`config.mk`:
```
export PLATFORM = sky130hd
export DESIGN_NAME = prog_clk_div
export DESIGN_NICKNAME = d
export VERILOG_FILES = /design/src/rtl/prog_clk_div.sv
export SDC_FILE = /design/constraint.sdc
export NUM_CORES = 1
export LEC_CHECK = 0
export ABC_AREA = 1
export CORE_MARGIN = 8
export CORE_UTILIZATION = 45
export CTS_CLUSTER_SIZE = 8
export DETAILED_ROUTE_END_ITERATION = 10
export HOLD_SLACK_MARGIN = 0.06
export PLACE_DENSITY = 0.72
export REMOVE_ABC_BUFFERS = 1
export SLEW_MARGIN = 20
export SYNTH_ARGS = -nofsm -noshare
export SYNTH_HDL_FRONTEND = slang
export SYNTH_SLANG_ARGS = --single-unit
```
`constraint.sdc`:
```
create_clock -name iClk -period 7.7 [get_ports iClk]
set_input_delay 1.54 -clock iClk [delete_from_list [all_inputs] [get_ports iClk]]
set_output_delay 1.54 -clock iClk [all_outputs]
set_load 0.01 [all_outputs]
```
`src/rtl/prog_clk_div.sv`:
```
// ---------------------------------------------------------------------------
// prog_clk_div
//
// Purpose:
//   A bank of CHANNELS independent programmable clock dividers. Each channel
//   divides iClk by a period P and holds its output high for the first H
//   cycles of every period. It also emits a one-cycle tick at the start of
//   each period. New P/H values are written into a per-channel shadow and
//   reach the active registers only at a period boundary. The period that
//   is running always finishes with the values it started with, so the
//   output never glitches.
//
// Parameters:
//   WIDTH          width of the period/high-time registers and counters
//   CHANNELS       number of divider channels (1..16)
//   DEFAULT_PERIOD period loaded at reset (high time = DEFAULT_PERIOD/2)
//
// Ports:
//   iClk         clock, all state updates on the rising edge
//   iRst_n       asynchronous active-low reset
//   iEn          per-channel run enable (bit i -> channel i)
//   iLoadValid   configuration load request
//   oLoadReady   load can be accepted this cycle (combinational)
//   iLoadCh      target channel of the load
//   iLoadPeriod  requested period in iClk cycles (0 and 1 behave as 2)
//   iLoadHigh    requested high time in iClk cycles
//   oClk         divided clock per channel (registered)
//   oTick        one-cycle pulse at each period start (registered)
// ---------------------------------------------------------------------------
module prog_clk_div #(
    parameter int WIDTH          = 16,
    parameter int CHANNELS       = 4,
    parameter int DEFAULT_PERIOD = 4
) (
    input  logic                iClk,
    input  logic                iRst_n,
    input  logic [CHANNELS-1:0] iEn,
    input  logic                iLoadValid,
    output logic                oLoadReady,
    input  logic [3:0]          iLoadCh,
    input  logic [WIDTH-1:0]    iLoadPeriod,
    input  logic [WIDTH-1:0]    iLoadHigh,
    output logic [CHANNELS-1:0] oClk,
    output logic [CHANNELS-1:0] oTick
);

    localparam logic [WIDTH-1:0] DefPeriod = WIDTH'(DEFAULT_PERIOD);
    localparam logic [WIDTH-1:0] DefHigh   = WIDTH'(DEFAULT_PERIOD / 2);
    localparam logic [WIDTH-1:0] DefCnt    = WIDTH'(DEFAULT_PERIOD - 1);
    localparam logic [WIDTH-1:0] MinPeriod = WIDTH'(2);
    localparam logic [WIDTH-1:0] One       = WIDTH'(1);
    localparam logic [4:0]       ChanLimit = 5'(CHANNELS);

    // Pending flags of all channels, gathered so the ready logic can look
    // up the addressed channel.
    logic [CHANNELS-1:0] pend;

    // Padded to 16 entries so any 4-bit iLoadCh indexes a real bit. Entries
    // past CHANNELS stay 0, and the range check below masks them anyway.
    logic [15:0] pendWide;
    logic        chanInRange;
    logic        loadAccept;

    always_comb begin
        pendWide = '0;
        for (int i = 0; i < CHANNELS; i++) begin
            pendWide[i] = pend[i];
        end
    end

    // Load handshake: a transfer happens on a rising edge where both
    // iLoadValid and oLoadReady are 1. oLoadReady depends only on iLoadCh
    // and the pending flags, never on iLoadValid. The requester may hold
    // iLoadValid high while waiting, and the load data is sampled only on
    // the accepting edge. A channel with a load still waiting in its shadow
    // is not ready. An out-of-range channel index is never ready, so such a
    // request changes nothing.
    assign chanInRange = ({1'b0, iLoadCh} < ChanLimit);
    assign oLoadReady  = chanInRange && !pendWide[iLoadCh];
    assign loadAccept  = iLoadValid && oLoadReady;

    for (genvar gi = 0; gi < CHANNELS; gi++) begin : gChan

        logic [WIDTH-1:0] periodAct;   // Pa
        logic [WIDTH-1:0] highAct;     // Ha
        logic [WIDTH-1:0] periodShd;   // Ps
        logic [WIDTH-1:0] highShd;     // Hs
        logic             pendQ;
        logic [WIDTH-1:0] cnt;
        logic             clkQ;
        logic             tickQ;

        logic [WIDTH-1:0] periodEff;
        logic [WIDTH-1:0] periodNext;
        logic [WIDTH-1:0] periodEffNext;
        logic [WIDTH-1:0] highNext;
        logic [WIDTH-1:0] cntNext;
        logic             wrap;
        logic             transfer;
        logic             accept;

        // Periods below 2 cannot produce a toggling output, so they are
        // clamped to 2.
        assign periodEff = (periodAct < MinPeriod) ? MinPeriod : periodAct;

        // The counter's own wrap uses the values of the period in progress.
        assign wrap    = (cnt >= (periodEff - One));
        assign cntNext = wrap ? '0 : (cnt + One);

        assign accept = loadAccept && (iLoadCh == 4'(gi));

        // A load that is accepted on this edge has pendQ == 0 until the next
        // edge. It therefore cannot also transfer on this edge, and it waits
        // for the following wrap.
        assign transfer = pendQ && (!iEn[gi] || wrap);

        // Values that are active after this edge. A transfer only happens on
        // a wrap or while the channel is disabled. The new high time
        // therefore governs the whole of the period that starts at this
        // edge. The new period length first affects the counter on the
        // next edge.
        assign periodNext    = transfer ? periodShd : periodAct;
        assign highNext      = transfer ? highShd   : highAct;
        assign periodEffNext = (periodNext < MinPeriod) ? MinPeriod : periodNext;

        always_ff @(posedge iClk or negedge iRst_n) begin
            if (!iRst_n) begin
                periodAct <= DefPeriod;
                highAct   <= DefHigh;
                periodShd <= DefPeriod;
                highShd   <= DefHigh;
                pendQ     <= 1'b0;
                cnt       <= DefCnt;
                clkQ      <= 1'b0;
                tickQ     <= 1'b0;
            end else begin
                if (accept) begin
                    periodShd <= iLoadPeriod;
                    highShd   <= iLoadHigh;
                    pendQ     <= 1'b1;
                end else if (transfer) begin
                    pendQ     <= 1'b0;
                end

                periodAct <= periodNext;
                highAct   <= highNext;

                if (iEn[gi]) begin
                    cnt   <= cntNext;
                    // When highNext >= Pe the output stays high, because
                    // cntNext < Pe. When highNext == 0 it stays low.
                    clkQ  <= (cntNext < highNext);
                    tickQ <= (cntNext == '0);
                end else begin
                    // Parked on the last count, so the first enabled edge
                    // wraps to 0 and starts a full period.
                    cnt   <= periodEffNext - One;
                    clkQ  <= 1'b0;
                    tickQ <= 1'b0;
                end
            end
        end

        assign pend[gi]  = pendQ;
        assign oClk[gi]  = clkQ;
        assign oTick[gi] = tickQ;

    end : gChan

endmodule : prog_clk_div

```
## Word-level counts from Yosys, hierarchy flattened

Cells that the tools add are included.
W data, S select, Z words.

| cells by class | value |
|---|---|
| magnitude comparators | 18 |
| add/subtract/negate cells | 12 |
| multiplexer cells | 42 |
| reductions and logical operators | 28 |
| eq/ne operators | 3 |

Operators by type and width:

| cell | count |
|---|---|
| $mux W16 | 24 |
| $lt A16 B2 Y1 const B | 8 |
| $sub A16 B1 Y16 const B | 8 |
| $add A16 B1 Y16 const B | 4 |
| $ge A16 B16 Y1 | 4 |
| $logic_not A16 Y1 | 4 |
| $lt A16 B16 Y1 | 4 |
| $mux W1 | 17 |
| $logic_and A1 B1 Y1 | 10 |
| $eq A4 B2 Y1 const B | 2 |
| $reduce_bool A2 Y1 | 4 |
| $logic_not A1 Y1 | 5 |
| $lt A4 B5 Y1 const B | 1 |
| $bmux W1 S4 | 1 |
| $eq A4 B1 Y1 const B | 1 |
| $logic_not A4 Y1 | 1 |
| $logic_or A1 B1 Y1 | 4 |
| $lt A4 B3 Y1 const B | 1 |

| word-level totals | value |
|---|---|
| logic and storage cells | 135 |
| output and inout port bits | 9 |
| bits of input ports | 43 |
| register bits after elaboration | 332 |

## Longest topological paths before layout

| logic depth | value |
|---|---|
| word-level depth | 11 |
| mapped depth | 40 |

## Worst setup path after synthesis

Ideal clock, no wire load.

| timing | value |
|---|---|
| path kind | reg2reg |
| start | register gChan[3].periodAct[5] |
| end | register gChan[3].clkQ |
| slack | 2.957 ns |
| arrival time | 4.665 ns |
| clock period less this slack | 4.743 ns |
| setup time | 0.078 ns |
| cell stages (with the launch flop) | 35 |
| path through | dfrtp_1 > inv_1 > nand4_1 > nor4_1 > inv_1 > nand2_1 > ha_1 > inv_1 > nor2_1 > inv_1 > nor2_1 > and3_1 > nand3_1 > nor2_1 > nand3_1 > a32o_1 > inv_1 > ha_1 > nand4_1 > a21oi_1 > nor2_1 > nand3_2 > nand2_2 > buf_6 > buf_2 > inv_1 > clkbuf_1 > or2_2 > o21ai_0 > ha_1 > a21oi_1 > nor2_1 > a211oi_1 > o21ai_0 > a21oi_1 |

| between the ends | value |
|---|---|
| cells in the longest elaborated chain, start to end | 9 |

RTL lines:

| what | line | source |
|---|---|---|
| start: declaration | 84 | `logic [WIDTH-1:0] periodAct;` |
| start signal: assignment | 128 | `periodAct <= DefPeriod;` |
| start signal: assignment | 145 | `periodAct <= periodNext;` |
| $lt A16 B2 Y1 | 104 | `assign periodEff = (periodAct < MinPeriod) ? MinPeriod : periodAct;` |
| $mux W16 (*) | 104 |  |
| $sub A16 B1 Y16 (*) | 107 | `assign wrap = (cnt >= (periodEff - One));` |
| $ge A16 B16 Y1 (*) | 107 |  |
| $logic_or A1 B1 Y1 | 115 | `assign transfer = pendQ && (!iEn[gi] \|\| wrap);` |
| $logic_and A1 B1 Y1 | 115 |  |
| $mux W16 | 123 | `assign highNext = transfer ? highShd : highAct;` |
| $lt A16 B16 Y1 (*) | 152 | `clkQ <= (cntNext < highNext);` |
| $mux W1 (*) | 148 | `if (iEn[gi]) begin` |
| end signal: assignment | 152 |  |
| end: declaration | 90 | `logic clkQ;` |

Every way passes the cells marked *; elsewhere a longest branch is shown, timed or not.
A chain may end at the register's enable or synchronous reset.

## Worst setup path in the final report

| timing | value |
|---|---|
| start | register gChan[3].periodAct[9] |
| end | register gChan[3].cnt[14] |

| between the ends | value |
|---|---|
| cells in the longest elaborated chain, start to end | 11 |

RTL lines:

| what | line | source |
|---|---|---|
| $lt A16 B2 Y1 | 104 |  |
| $mux W16 (*) | 104 |  |
| $sub A16 B1 Y16 (*) | 107 |  |
| $ge A16 B16 Y1 (*) | 107 |  |
| $logic_or A1 B1 Y1 (*) | 115 |  |
| $logic_and A1 B1 Y1 (*) | 115 |  |
| $mux W16 (*) | 122 | `assign periodNext = transfer ? periodShd : periodAct;` |
| via gChan[3].periodNext[10] | 94 | `logic [WIDTH-1:0] periodNext;` |
| $lt A16 B2 Y1 | 124 | `assign periodEffNext = (periodNext < MinPeriod) ? MinPeriod : periodNext;` |
| $mux W16 (*) | 124 |  |
| $sub A16 B1 Y16 (*) | 157 | `cnt <= periodEffNext - One;` |
| $mux W16 (*) | 148 |  |
| end signal: assignment | 133 | `cnt <= DefCnt;` |
| end signal: assignment | 149 | `cnt <= cntNext;` |
| end signal: assignment | 157 |  |
| end: declaration | 89 | `logic [WIDTH-1:0] cnt;` |

The timed path passes the listed nets; every way through them passes the cells marked *.

==> reports/results.txt <==
Hold Path Class - register to register
CTS root buf - clkbuf_16
total power per unit cell area - 442.0 mW/mm2
Ys Warns - 0
count of cells resized by post-cts repair - 0
number of synthesized flops with an enable pin - 0
post-synthesis sequential area ratio - 41.48%
critical path's top delay family - simple AND/OR/NAND/NOR gates
Initial Utilization - 45.56%
GPL Wtd Cong - 0.9176
deepest clock path buffer count - 3
TritonCTS Buffers - 47
total die area - 0.05169 mm2
Wirelength per Cell - 16.79 um
Yosys reg bits - 332
Post-Route WL - 54.41 mm
total of max-cap violations - 0
buffers and inverters on the worst path - 6
Die X - 227.4 um
TritonCTS Sinks - 332
setup repair bufs after CTS - 0
commonest cells after routing, fill and taps aside - nand2_1, inv_1, dfrtp_1
# diodes - 0
post-synth top area share - 38.34%
slowest CP cell - nand2_2
slowest stage delay, CP - 610 ps
initial antenna violation count - 4
Final Hold Vio Count - 0
worst hold slack - 476.5 ps
post-synth cell types - 54
H-tree depth - 2
CTS tree - yes
share of cells above drive strength 1 - 9.215%
site row count - 77
DP HPWL - 40.35 mm
Arr. time, crit path - 6900 ps
worst setup path category - register to register
status - complete, no violations
critical path required time - 8160 ps
pin count of the biggest net entering global routing - 135
Tot GR Track Use - 21.18%
Critical Path Source - gChan[3].periodAct[9]
cells on worst reg2reg path - 39
Die Height - 227.4 um
R2R Setup Slk - 1270 ps
NumNets Final - 2,790
commonest non-fill, non-tap cell in the layout - nand2_1
hold endpoint - gChan[0].highShd[14]
Setup TNS - 0 ps
io pins - 52
met3 WL post-DR - 3.885 mm
Synth Instances - 2,585
Fmax - 155.4 MHz
RSZ-0062 raised after global routing - no
grt ovf - 0
Core ar. - 0.04412 mm2
Synth async-reset ratio - 100.0%
first-pass detailed-route iteration total - 5
final core occ - 50.64%
Worst IR Drop VDD - 207.8 uV
vias in the first global route - 17,000
IO Port Bufs - 51
dominant synthesized flop cell - dfrtp_1
Setup crit end kind - register
Clock Pin Slew Worst Setup and Hold Paths - 50 ps
hold_sp - gChan[0].highShd[14]
# DRC - 0
met2 WL - 24.06 mm
number of vias per cell - 5.277
wl on met1 - 24.51 mm
clock skew - 12.55 ps
first-pass GRT wire length - 87.82 mm
slew at the pin with the worst max-slew slack - 1033 ps
part of the cycle the worst path needs - 83.55%
Clock Latency Late Sink - 550 ps
worst reg2reg path endpoint - gChan[3].cnt[14]
max-slew violation count - 0
violation count after the first detailed-route iteration - 1,327
Max Fanout on Critical Path - 24
Vias - 17,100
CP Launch Type - register
Period minus WS final - 6433 ps
Post-Syn Area per Cell - 7.776 um2
hold-fix buffer count after cts - 0
Leak - 11.28 nW
Area growth syn-to-layout - 11.17%
Post-Place Cell Area - 0.02099 mm2
design area - 0.02235 mm2
top sig layer - met5
Power, Total - 9.877 mW
synthesized cell area - 0.02010 mm2
DRT antenna net count - 0
Worst Hold Depth - 2
main area contributors after synthesis - dfrtp_1, nand2_1, ha_1
R2R Path Start - gChan[3].periodAct[9]
post-synth top area cell - dfrtp_1
final setup violation count - 0
slew margin rel. - 30.86%
[power breakdown]
part	total (mW)	internal (mW)	switching [mW]
Combinational	5.03	1.78	3.24
Clock	1.93	1.16	0.770
Sequential	2.92	2.43	0.490
Total	9.88	5.37	4.50
[flip-flops by register name (all words and copies together), names as in the netlist]
register         count
gChan.tickQ          4
gChan.clkQ           4
gChan.periodAct     64
gChan.highAct       64
gChan.pendQ          4
gChan.cnt           64
gChan.highShd       64
gChan.periodShd     64
[logic make-up after synthesis]
group | synth area share [%]
flip-flops | 41.48
AO/OA/AOI/OAI | 10.69
AND/OR/NAND/NOR | 27.18
XOR/XNOR | 3.137
adder cells (fa/ha/maj) | 8.465
buffers and inverters | 9.056
[metal layers]
metal | GRT usage (%) | vias to the layer above
li1 | - | 8374
met1 | 28.60 | 8085
met2 | 33.30 | 508
met3 | 4.367 | 126
met4 | 7.947 | 4
met5 | 0 | -
[synthesized netlist by cell type (3+ instances only)]
library cell	number
dfrtp_1	308
nand3_4	6
buf_2	10
xnor2_1	16
nand4_1	30
nor3b_1	3
nand3b_1	3
a211oi_1	12
nor2_2	24
buf_6	8
xor2_1	56
nand2_2	30
nand3_1	151
a31oi_1	4
inv_2	5
nand2_1	613
o21ai_0	243
nor4_1	20
o21a_1	7
nor2_4	9
a21oi_1	79
o21ai_2	4
inv_1	360
nor3_1	33
nor3_2	5
buf_4	12
nand3_2	4
clkbuf_1	47
o21ai_1	18
or2_2	60
o21bai_1	13
o21ai_4	3
nor2_1	198
and3_1	5
ha_1	136
a22oi_1	4
dfstp_2	24
[final cells by class]
cell class              count  area (um2)
fillers                  4241       21780
flip-flops and latches    332        8338
repair buffers             56       565.5
well taps                 592       740.7
multi-input cells        1805        9951
clock inverters             2       25.02
inverters                 369        1390
clock buffers              84        1336
[stage by stage]
step | worst slack, ps | instances
floorplan | 2493 | 2506
global placement | 1400 | 3154
detailed placement | 1289 | 3154
CTS | 1254 | 3240
global route | 516.3 | 3240
finish | 1267 | 3240
[worst max-delay path by stage]
stage,to,slack (ps),cells past startpoint
2_1_floorplan,gChan[3].cnt[14],2490,39
3_3_place_gp,gChan[3].cnt[14],1400,39
3_5_place_dp,gChan[3].cnt[14],1290,39
4_1_cts,gChan[3].cnt[14],1250,39
5_1_grt,gChan[3].cnt[14],520,39
6_report,gChan[3].cnt[14],1270,39
[worst min-delay path: cells and delay by family, from the launching register on]
| family | cells | cell delay, ps |
|---|---|---|
| simple gates | 1 | 50 |
| compound gates | 1 | 60 |
| flops | 1 | 330 |
(Power assumes the default switching activity.)
